<file path="config.mk">
export PLATFORM = sky130hd
export DESIGN_NAME = spi_flash_responder
export DESIGN_NICKNAME = d
export VERILOG_FILES = /design/src/rtl/spi_flash_pkg.sv /design/src/rtl/spi_target_sync.sv /design/src/rtl/spi_flash_responder.sv
export SDC_FILE = /design/constraint.sdc
export NUM_CORES = 1
export LEC_CHECK = 0
export CAP_MARGIN = 15
export CORE_ASPECT_RATIO = 1.5
export CORE_UTILIZATION = 38
export DETAILED_ROUTE_END_ITERATION = 7
export PLACE_DENSITY = 0.52
export REMOVE_ABC_BUFFERS = 1
export SLEW_MARGIN = 15
export SYNTH_ARGS = -nofsm -noshare
export SYNTH_HDL_FRONTEND = slang
export SYNTH_SLANG_ARGS = --single-unit
</file>
<file path="constraint.sdc">
create_clock -name clk -period 2.6 [get_ports clk]
set_clock_uncertainty 0.05 [all_clocks]
set_input_delay 0.39 -clock clk [delete_from_list [all_inputs] [get_ports clk]]
set_output_delay 0.39 -clock clk [all_outputs]
set_load 0.01 [all_outputs]
</file>
<file path="src/rtl/spi_flash_pkg.sv">
// Shared definitions for the SPI NOR-flash responder: opcodes, FSM states, status bits.
package spi_flash_pkg;

    localparam logic [7:0] OP_READ      = 8'h03;
    localparam logic [7:0] OP_FAST_READ = 8'h0B;
    localparam logic [7:0] OP_PP        = 8'h02;
    localparam logic [7:0] OP_SE        = 8'h20;
    localparam logic [7:0] OP_RDSR      = 8'h05;
    localparam logic [7:0] OP_WREN      = 8'h06;
    localparam logic [7:0] OP_WRDI      = 8'h04;
    localparam logic [7:0] OP_JEDEC     = 8'h9F;

    localparam int unsigned ST_WIP   = 0;
    localparam int unsigned ST_WEL   = 1;
    localparam int unsigned SECTOR_W = 12;

    typedef enum logic [3:0] {
        StIdle,
        StCmd,
        StAddr,
        StDummy,
        StRdData,
        StWrData,
        StStat,
        StId,
        StIgnore
    } state_e;

endpackage

</file>
<file path="src/rtl/spi_target_sync.sv">
// Two-flop synchronisers for SCK, CSn and MOSI plus edge pulses on SCK and CSn.
// A third SCK/CSn stage holds the previous synchronised level for edge detection.
module spi_target_sync (
    input  logic clk,
    input  logic reset,
    input  logic sck_i,
    input  logic csn_i,
    input  logic mosi_i,
    output logic sck_rise_o,
    output logic sck_fall_o,
    output logic cs_fall_o,
    output logic cs_rise_o,
    output logic mosi_o
);

    logic [2:0] sck_q;
    logic [2:0] csn_q;
    logic [1:0] mosi_q;

    // Shift the raw pins through the synchroniser chains; CSn idles deasserted.
    always_ff @(posedge clk) begin
        if (reset) begin
            sck_q  <= 3'b000;
            csn_q  <= 3'b111;
            mosi_q <= 2'b00;
        end else begin
            sck_q  <= {sck_q[1:0], sck_i};
            csn_q  <= {csn_q[1:0], csn_i};
            mosi_q <= {mosi_q[0], mosi_i};
        end
    end

    assign sck_rise_o = sck_q[1] & ~sck_q[2];
    assign sck_fall_o = ~sck_q[1] & sck_q[2];
    assign cs_fall_o  = ~csn_q[1] & csn_q[2];
    assign cs_rise_o  = csn_q[1] & ~csn_q[2];
    assign mosi_o     = mosi_q[1];

endmodule

</file>
<file path="src/rtl/spi_flash_responder.sv">
// SPI mode-0 target emulating a 24-bit-address NOR flash on a byte-wide memory port.
// Optional fast read (0x0B with 8 dummy clocks) is enabled by SPI_FLASH_RESP_FAST_READ_EN.
// ADDR_W is expected to be at most 24.
module spi_flash_responder
    import spi_flash_pkg::*;
#(
    parameter int unsigned ADDR_W   = 24,
    parameter logic [23:0] JEDEC_ID = 24'hEF4018,
    parameter int unsigned PAGE_W   = 8
) (
    input  logic              clk,
    input  logic              reset,
    input  logic              spi_csel,
    input  logic              spi_clk,
    input  logic              spi_mosi,
    output logic              spi_miso,
    output logic              spi_miso_oe,
    output logic [ADDR_W-1:0] mem_addr,
    output logic              mem_rd_req,
    input  logic [7:0]        mem_rd_data,
    input  logic              mem_rd_valid,
    output logic              mem_wr_req,
    output logic [7:0]        mem_wr_data,
    output logic              mem_erase_req,
    input  logic              mem_ack,
    output logic [7:0]        status
);

    logic sck_rise, sck_fall, cs_fall, cs_rise, mosi_s;

    spi_target_sync u_sync (
        .clk       (clk),
        .reset     (reset),
        .sck_i     (spi_clk),
        .csn_i     (spi_csel),
        .mosi_i    (spi_mosi),
        .sck_rise_o(sck_rise),
        .sck_fall_o(sck_fall),
        .cs_fall_o (cs_fall),
        .cs_rise_o (cs_rise),
        .mosi_o    (mosi_s)
    );

    state_e            state_q;
    logic [4:0]        bit_cnt_q;
    logic [5:0]        tot_q;      // SCK rises since CSn fall, saturating
    logic [2:0]        tx_cnt_q;
    logic [6:0]        sr_q;
    logic [22:0]       addr_sr_q;
    logic [7:0]        op_q, tx_sr_q, rd_buf_q, wr_data_q;
    logic [ADDR_W-1:0] addr_q, mem_addr_q;
    logic [1:0]        id_idx_q;
    logic              wel_q, wip_q, prog_cmd_q, erase_cmd_q;
    logic              miso_q, oe_q, rd_req_q, wr_req_q, erase_req_q;

    logic [7:0]        rx_byte, tx_byte, status_w, id_byte;
    logic [23:0]       addr_full;
    logic [ADDR_W-1:0] addr_in, page_next;
    logic              byte_done, raise_wr, raise_erase;

    assign rx_byte     = {sr_q, mosi_s};
    assign addr_full   = {addr_sr_q, mosi_s};
    assign addr_in     = addr_full[ADDR_W-1:0];
    assign page_next   = {addr_q[ADDR_W-1:PAGE_W], addr_q[PAGE_W-1:0] + PAGE_W'(1)};
    assign byte_done   = sck_rise & (bit_cnt_q[2:0] == 3'd7);
    // A byte completing while the previous write is still outstanding is dropped.
    assign raise_wr    = (state_q == StWrData) & byte_done & ~(wr_req_q & ~mem_ack);
    assign raise_erase = cs_rise & erase_cmd_q & (tot_q == 6'd32);

    // Status byte and the byte to launch next on MISO for the current state.
    always_comb begin
        status_w         = '0;
        status_w[ST_WIP] = wip_q;
        status_w[ST_WEL] = wel_q;
        case (id_idx_q)
            2'd0:    id_byte = JEDEC_ID[23:16];
            2'd1:    id_byte = JEDEC_ID[15:8];
            2'd2:    id_byte = JEDEC_ID[7:0];
            default: id_byte = 8'hFF;
        endcase
        case (state_q)
            StRdData: tx_byte = rd_buf_q;
            StStat:   tx_byte = status_w;
            StId:     tx_byte = id_byte;
            default:  tx_byte = 8'h00;
        endcase
    end

    // Command FSM, shift registers and registered memory/SPI outputs.
    always_ff @(posedge clk) begin
        if (reset) begin
            state_q     <= StIdle;
            bit_cnt_q   <= '0;
            tot_q       <= '0;
            tx_cnt_q    <= '0;
            sr_q        <= '0;
            addr_sr_q   <= '0;
            op_q        <= '0;
            tx_sr_q     <= '0;
            rd_buf_q    <= '0;
            wr_data_q   <= '0;
            addr_q      <= '0;
            mem_addr_q  <= '0;
            id_idx_q    <= '0;
            wel_q       <= 1'b0;
            prog_cmd_q  <= 1'b0;
            erase_cmd_q <= 1'b0;
            miso_q      <= 1'b0;
            oe_q        <= 1'b0;
            rd_req_q    <= 1'b0;
            wr_req_q    <= 1'b0;
            erase_req_q <= 1'b0;
        end else begin
            rd_req_q <= 1'b0;
            if (mem_rd_valid) rd_buf_q <= mem_rd_data;
            if (mem_ack) begin
                wr_req_q    <= 1'b0;
                erase_req_q <= 1'b0;
            end
            if (sck_rise) begin
                sr_q      <= rx_byte[6:0];
                addr_sr_q <= addr_full[22:0];
                bit_cnt_q <= bit_cnt_q + 5'd1;
                if (tot_q != 6'h3F) tot_q <= tot_q + 6'd1;
            end

            if (cs_rise) begin
                state_q     <= StIdle;
                oe_q        <= 1'b0;
                prog_cmd_q  <= 1'b0;
                erase_cmd_q <= 1'b0;
                if (prog_cmd_q) wel_q <= 1'b0;
                if (raise_erase) begin
                    erase_req_q <= 1'b1;
                    mem_addr_q  <= {addr_q[ADDR_W-1:SECTOR_W], SECTOR_W'(0)};
                end
            end else begin
                case (state_q)
                    StIdle: begin
                        if (cs_fall) begin
                            state_q   <= StCmd;
                            bit_cnt_q <= '0;
                            tot_q     <= '0;
                            tx_cnt_q  <= '0;
                            id_idx_q  <= '0;
                        end
                    end
                    StCmd: begin
                        if (byte_done) begin
                            bit_cnt_q <= '0;
                            op_q      <= rx_byte;
                            if (wip_q && rx_byte != OP_RDSR) begin
                                state_q <= StIgnore;
                            end else begin
                                case (rx_byte)
                                    OP_READ:      state_q <= StAddr;
`ifdef SPI_FLASH_RESP_FAST_READ_EN
                                    OP_FAST_READ: state_q <= StAddr;
`endif
                                    OP_PP, OP_SE: begin
                                        if (wel_q) begin
                                            state_q     <= StAddr;
                                            prog_cmd_q  <= 1'b1;
                                            erase_cmd_q <= (rx_byte == OP_SE);
                                        end else begin
                                            state_q <= StIgnore;
                                        end
                                    end
                                    OP_RDSR: begin
                                        state_q <= StStat;
                                        oe_q    <= 1'b1;
                                    end
                                    OP_JEDEC: begin
                                        state_q <= StId;
                                        oe_q    <= 1'b1;
                                    end
                                    OP_WREN: begin
                                        wel_q   <= 1'b1;
                                        state_q <= StIgnore;
                                    end
                                    OP_WRDI: begin
                                        wel_q   <= 1'b0;
                                        state_q <= StIgnore;
                                    end
                                    default: state_q <= StIgnore;
                                endcase
                            end
                        end
                    end
                    StAddr: begin
                        if (sck_rise && bit_cnt_q == 5'd23) begin
                            bit_cnt_q <= '0;
                            addr_q    <= addr_in;
                            case (op_q)
                                OP_READ: begin
                                    state_q    <= StRdData;
                                    oe_q       <= 1'b1;
                                    rd_req_q   <= 1'b1;
                                    mem_addr_q <= addr_in;
                                end
`ifdef SPI_FLASH_RESP_FAST_READ_EN
                                OP_FAST_READ: begin
                                    state_q    <= StDummy;
                                    rd_req_q   <= 1'b1;
                                    mem_addr_q <= addr_in;
                                end
`endif
                                OP_PP:   state_q <= StWrData;
                                default: state_q <= StIgnore;
                            endcase
                        end
                    end
                    StDummy: begin
                        if (byte_done) begin
                            bit_cnt_q <= '0;
                            state_q   <= StRdData;
                            oe_q      <= 1'b1;
                        end
                    end
                    StWrData: begin
                        if (byte_done) bit_cnt_q <= '0;
                        if (raise_wr) begin
                            wr_req_q   <= 1'b1;
                            wr_data_q  <= rx_byte;
                            mem_addr_q <= addr_q;
                            addr_q     <= page_next;
                        end
                    end
                    default: ;
                endcase

                // MISO launch on SCK fall; a new byte starts every eighth fall.
                if (sck_fall && (state_q == StRdData || state_q == StStat || state_q == StId)) begin
                    tx_cnt_q <= tx_cnt_q + 3'd1;
                    if (tx_cnt_q == 3'd0) begin
                        miso_q  <= tx_byte[7];
                        tx_sr_q <= {tx_byte[6:0], 1'b0};
                        if (state_q == StRdData) begin
                            // Prefetch the following byte while this one shifts out.
                            rd_req_q   <= 1'b1;
                            addr_q     <= addr_q + ADDR_W'(1);
                            mem_addr_q <= addr_q + ADDR_W'(1);
                        end
                        if (state_q == StId && id_idx_q != 2'd3) id_idx_q <= id_idx_q + 2'd1;
                    end else begin
                        miso_q  <= tx_sr_q[7];
                        tx_sr_q <= {tx_sr_q[6:0], 1'b0};
                    end
                end
            end
        end
    end

    // WIP: set by any write/erase request, held while a request is outstanding or a
    // page program is still selected.
    always_ff @(posedge clk) begin
        if (reset) begin
            wip_q <= 1'b0;
        end else if (raise_wr || raise_erase) begin
            wip_q <= 1'b1;
        end else if (!wr_req_q && !erase_req_q && state_q != StWrData) begin
            wip_q <= 1'b0;
        end
    end

    assign spi_miso      = miso_q;
    assign spi_miso_oe   = oe_q;
    assign mem_addr      = mem_addr_q;
    assign mem_rd_req    = rd_req_q;
    assign mem_wr_req    = wr_req_q;
    assign mem_wr_data   = wr_data_q;
    assign mem_erase_req = erase_req_q;
    assign status        = status_w;

endmodule
</file>
==> results.toml, run 1 <==
[outcome]
status = "finished, final reports clean"

[cts]
clockBufferDepth = 2
clk_latency_ps = 430
hold_buffers = 0
cts_setup_buffers = 0
cts_tree = "built"
root_buffer = "clkbuf_16"
numCtsBuffers = 17
post_cts_resized = 0
clock_sinks = 139
clk_pin_slew_worst_paths_ps = 60
htreeDepth = 4

[die]
core_region_area_sq_mm = 0.0192
die-area_sq_mm = 0.0201
dieHeight_um = 173
fp.dieW_um = 116
std_cell_rows = 62
start_util = 0.387
top_level_ports = 60

[global_route]
overflow = 0
grt_pass1_wl_mm = 39.6
grt_max_degree = 64
grt.total_usage = 0.260
antenna_found_initial = 0
grt_pass1_vias = 7007

[placement]
placed_cells_incl_taps = 1208
gp_congestion = 0.869
dp_hpwl_mm = 17.3
io_buffer_count = 53

[drt]
drt_iter0_markers = 515
wl_mm = 25.0
top_layer = "met4"
wl_per_cell_um = 20.1
ant_nets = 0
drt-vias-per-instance = 5.77
met1_length_mm = 10.2
met2_length_mm = 12.8
first_pass_iters = 5
vias = 7150
dr_wl_met3_mm = 1.11
drc = 0

[critical_path]
critPathMaxStageDelay_ps = 600
worstRegToRegCells = 5
crit_required_ps = 2860
worstPathArrival_ps = 2640
critPathLaunchType = "register"
cp_cell_sequence = "or4b_4 -> nor3_4 -> a21oi_2 -> a21o_1 -> a221o_1"
critPathSlowestCell = "dfxtp_1"
endpoint_kind = "register"
crit_type = "reg -> reg"
crit_path_max_fanout = 13

[final_layout]
drive_above_1_share = 0.120
diodes = 0
stdcell_count = 1239
fin_nets = 996
area_growth_pct = 21.4

[pwr]
p_clk_frac = 0.504
power_frac_seq = 0.444
total_power_mw = 4.88
net-switching-power_mw = 1.16
power_density_mw_per_mm2 = 543
intPower_mw = 3.73
peakVddDrop_v = 0.000371
p_comb_frac = 0.052
swShare = 0.237
p_leak_nw = 3.10

[synth]
ys_ff_latch = 139
synthTopCellsByArea = "dfxtp_1 (38%), a21oi_1 (5.7%), nand2_1 (5.5%)"
synthTopCellsByCount = "dfxtp_1 (139), nand2_1 (108), a21oi_1 (85)"
yosysUniqueCellTypes = 71
syn_area_per_cell_sq_um = 8.06
synth.most_common_cell = "dfxtp_1"
synthArstFlopShare = 0
synth_top_family_by_area = "compound AO/OA/AOI/OAI gates"
synth_mux_area_frac = 0.0427
yosys.area.top_type = "dfxtp_1"
synth-compound-area-share = 0.245
synth-simple-area-share = 0.235
synth_xor_xnor_area_share = 0.0236
synth_area_sq_mm = 0.00742
yosysSeqAreaShare = 0.375
synth_edf_count = 0
synth_warnings = 0
ys.flop_type = "dfxtp_1"
synth-adder-area-share = 0.0169
syn_inst = 920
synth_top_area_share = 0.375

[sta]
period_needed_ps = 2370
drv_slew = 0
max_clock_freq_mhz = 421
tightest_slew_ps = 774
fin_crit_sh = 0.913
finalSetupViolCount = 0
rsz0062_at_grt = "false"
hold_viol_final = 0
finalSetupTns_ps = 0
slew_headroom = 0.484

[flow_run]
max-cap-violations = 0

[min_path]
hold_path_depth = 1
min_path_type = "reg -> reg"
==> sequential cells by signal (all words and copies together) (netlist names), 3 cells and up <==
register	flops
addr_q	24
mem_addr	24
addr_sr_q	17
mem_wr_data	8
op_q	8
rd_buf_q	8
tx_sr_q	7
sr_q	6
tot_q	6
bit_cnt_q	5
state_q	4
tx_cnt_q	3
u_sync.csn_q	3
u_sync.sck_q	3
==> layout by cell type, fill, tap and decap left out, types with 5 or more instances in the layout <==
cell type        netlist  final
o31ai_1               10     10
nor2_1                72     72
nor3_1                18     17
and3_1                10     10
or3_1                  7      7
a21oi_1               85     85
ha_1                  10     10
o32ai_1                9      9
o31a_1                 5      5
xor2_1                 9      9
mux2i_1               26     26
o2bb2ai_1              6      6
conb_1                 1      6
o21a_1                 8      8
inv_1                 19     19
a31oi_1                6      6
o211ai_1               7      7
a22oi_1                7      7
dfxtp_1              139    139
nand3_1               39     39
nor2b_1                9      8
o22ai_1                6      6
and2_1                 8      8
nand2_1              108    108
nand4_1               17     17
a221o_1                8      8
and4_1                 6      6
clkdlybuf4s50_1        0     52
buf_4                  9     58
a221oi_1              11     11
mux2_2                 5      5
xnor2_1               11     11
a22o_1                 6      6
clkbuf_16              0     17
o221ai_1               6      6
nand2b_1               6      6
o21ai_0               43     43
a21o_1                 7      7
a211oi_1              14     13
nor4_1                 8      8
==> per-layer routing <==
| layer | vias to the layer above | GRT usage |
|---|---|---|
| li1 | 3452 | - |
| met2 | 210 | 0.449 |
| met4 | 0 | 0.116 |
| met5 | - | 0 |
| met3 | 49 | 0.0389 |
| met1 | 3439 | 0.313 |
==> cell families (layout without fill, tap and decap cells) <==
family | count (synthesis) | count (layout)
multiplexers | 31 | 31
flip-flops | 139 | 139
buffers and inverters | 106 | 164
AO/OA/AOI/OAI | 271 | 271
XOR/XNOR | 20 | 20
AND/OR/NAND/NOR | 342 | 342
other | 1 | 6
adder cells (fa/ha/maj) | 10 | 10
==> area by class of cell <==
class,instances,area [sq um]
multi-input combinational,680,4220
fill,1982,10200
inverter,19,71.3
timing repair buffer,114,1020
tap,256,320
sequential,139,2780
clock inverter,10,116
clock buffer,21,470
==> power by group through the flow <==
stage / Sequential, mW / Clock, mW / Combinational, mW
finish: 2.17 / 2.46 / 0.256
global route: 2.17 / 2.59 / 0.278
CTS: 2.17 / 2.50 / 0.258
detailed placement: 2.21 / 0 / 0.257
global placement: 2.21 / 0 / 0.254
floorplan: 2.21 / 0 / 0.123
==> worst max-delay path, delay by kind of cell, from the launching register on <==
family | cells | cell delay, ps
AND/OR/NAND/NOR | 2 | 810
AO/OA/AOI/OAI | 3 | 800
flip-flops | 1 | 600
==> metrics by stage <==
stage	hold slack, ps	setup slack [ps]	instance area (sq um)	utilization
floorplan	339	-360	7050	-
global placement	345	-15.6	8410	0.439
detailed placement	348	261	8410	0.439
CTS	366	233	9000	0.470
global route	379	156	9000	0.470
finish	362	227	9000	0.470
==> worst paths after layout <==
path                         from  slack (ps)               to
setup reg to reg       state_q[1]         230      mem_addr[9]
setup / recovery       state_q[1]         230      mem_addr[9]
hold / removal    u_sync.csn_q[0]         360  u_sync.csn_q[1]
hold reg to reg   u_sync.csn_q[0]         360  u_sync.csn_q[1]
(Power assumes the default switching activity.)
==> inputs of run 2 (changes only) <==
Clock period 2.6 ns to 2.4 ns, I/O delays scaled along.
==> results.toml, run 2 (same netlist as run 1, synthesis figures left out) <==
[outcome]
status = "finished, final reports clean"

[cts]
root_buffer = "clkbuf_16"
clock_sinks = 139
post_cts_resized = 0
numCtsBuffers = 17
clk_latency_ps = 430
cts_setup_buffers = 0
htreeDepth = 4
hold_buffers = 0
cts_tree = "built"
clk_pin_slew_worst_paths_ps = 60
clockBufferDepth = 2

[sta]
max_clock_freq_mhz = 434
period_needed_ps = 2300
hold_viol_final = 0
slew_headroom = 0.513
drv_slew = 0
tightest_slew_ps = 731
whs_ps = 375
setup_slack_ps = 98.2
finalSetupViolCount = 0
fin_crit_sh = 0.959
finalSetupTns_ps = 0
rsz0062_at_grt = "true"

[pwr]
peakVddDrop_v = 0.000440
power_density_mw_per_mm2 = 575
p_leak_nw = 3.26
total_power_mw = 5.31

[die]
core_region_area_sq_mm = 0.0192
dieHeight_um = 173
start_util = 0.387
fp.dieW_um = 116
top_level_ports = 60
die-area_sq_mm = 0.0201
std_cell_rows = 62

[placement]
io_buffer_count = 53
dpl-instance-area_sq_mm = 0.00863
dp_hpwl_mm = 18.2
dp_slack_ps = 99.9
gp_congestion = 0.869

[global_route]
grt_pass1_vias = 7161
antenna_found_initial = 0
grt_pass1_wl_mm = 40.0
overflow = 0
grt.total_usage = 0.263
grt_max_degree = 64

[critical_path]
crit_required_ps = 2660
crit_path_max_fanout = 6
crit_family = "simple AND/OR/NAND/NOR gates"
critical_path_buf_inv_count = 1
crit_type = "reg -> reg"
critPathMaxStageDelay_ps = 600
critPathSlowestCell = "or4b_4"
cp_common_cell = "a221o_1"
cp_cell_sequence = "buf_4 -> or4b_4 -> nor3_4 -> a21oi_2 -> a221o_1 -> a221o_1"
critPathLaunchType = "register"
worstPathArrival_ps = 2560
endpoint_kind = "register"

[final_layout]
fill_cells = 1896
diodes = 0
final_common_cell = "dfxtp_1"
fin_nets = 1022
multi_input_area_sq_mm = 0.00422
final_area_sq_mm = 0.00923
drive_above_1_share = 0.144
seq_area_sq_mm = 0.00278
layout_common_cells = "dfxtp_1 (139), nand2_1 (108), a21oi_1 (85), buf_4 (80), nor2_1 (72)"
area_growth_pct = 24.5

[drt]
drt_iter0_markers = 533
first_pass_iters = 5
met2_length_mm = 12.9
drt-vias-per-instance = 5.79
ant_nets = 0
met1_length_mm = 10.3
wl_mm = 25.3
top_layer = "met4"
wl_per_cell_um = 20.0
vias = 7325
drc = 0
dr_wl_met3_mm = 1.14

[flow_run]
max-cap-violations = 0

[min_path]
min_path_type = "reg -> reg"
[run 2: layout make-up]
type	count	share of cell area
clock inverter	10	0.0123
inverter	19	0.00772
timing repair buffer	140	0.135
clock buffer	22	0.0524
sequential	139	0.301
tap	256	0.0347
multi-input combinational	680	0.457
[run 2: per-stage QoR]
step,util,cells
after floorplan,-,838
after global placement,0.450,1233
after detailed placement,0.450,1234
after CTS,0.481,1266
after global routing,0.482,1266
final,0.482,1266
[run 2: final timing paths]
path / from / depth (start not counted) / endpoint / slack (ps)
hold reg to reg: u_sync.csn_q[0] / 1 / u_sync.csn_q[1] / 380
hold / removal: u_sync.csn_q[0] / 1 / u_sync.csn_q[1] / 380
setup reg to reg: state_q[3] / 6 / mem_addr[15] / 100
setup / recovery: state_q[3] / 6 / mem_addr[15] / 100
[run 2: worst register-to-register path: cells and delay by family (launching register included)]
| kind | cells | cell delay, ps |
|---|---|---|
| flops | 1 | 360 |
| compound gates | 3 | 780 |
| simple gates | 2 | 840 |
| buf+inv | 1 | 170 |
[run 2: layer usage]
metal,up-vias,global-route usage
li1,3507,-
met1,3518,0.316
met2,234,0.451
met3,66,0.0396
met4,0,0.122
met5,-,0
[run 2: where the power goes]
| group | internal (mW) | total, mW | switching (mW) |
|---|---|---|---|
| Combinational | 0.116 | 0.292 | 0.177 |
| Clock | 1.64 | 2.67 | 1.03 |
| Sequential | 2.33 | 2.34 | 0.0174 |
| Total | 4.08 | 5.31 | 1.23 |
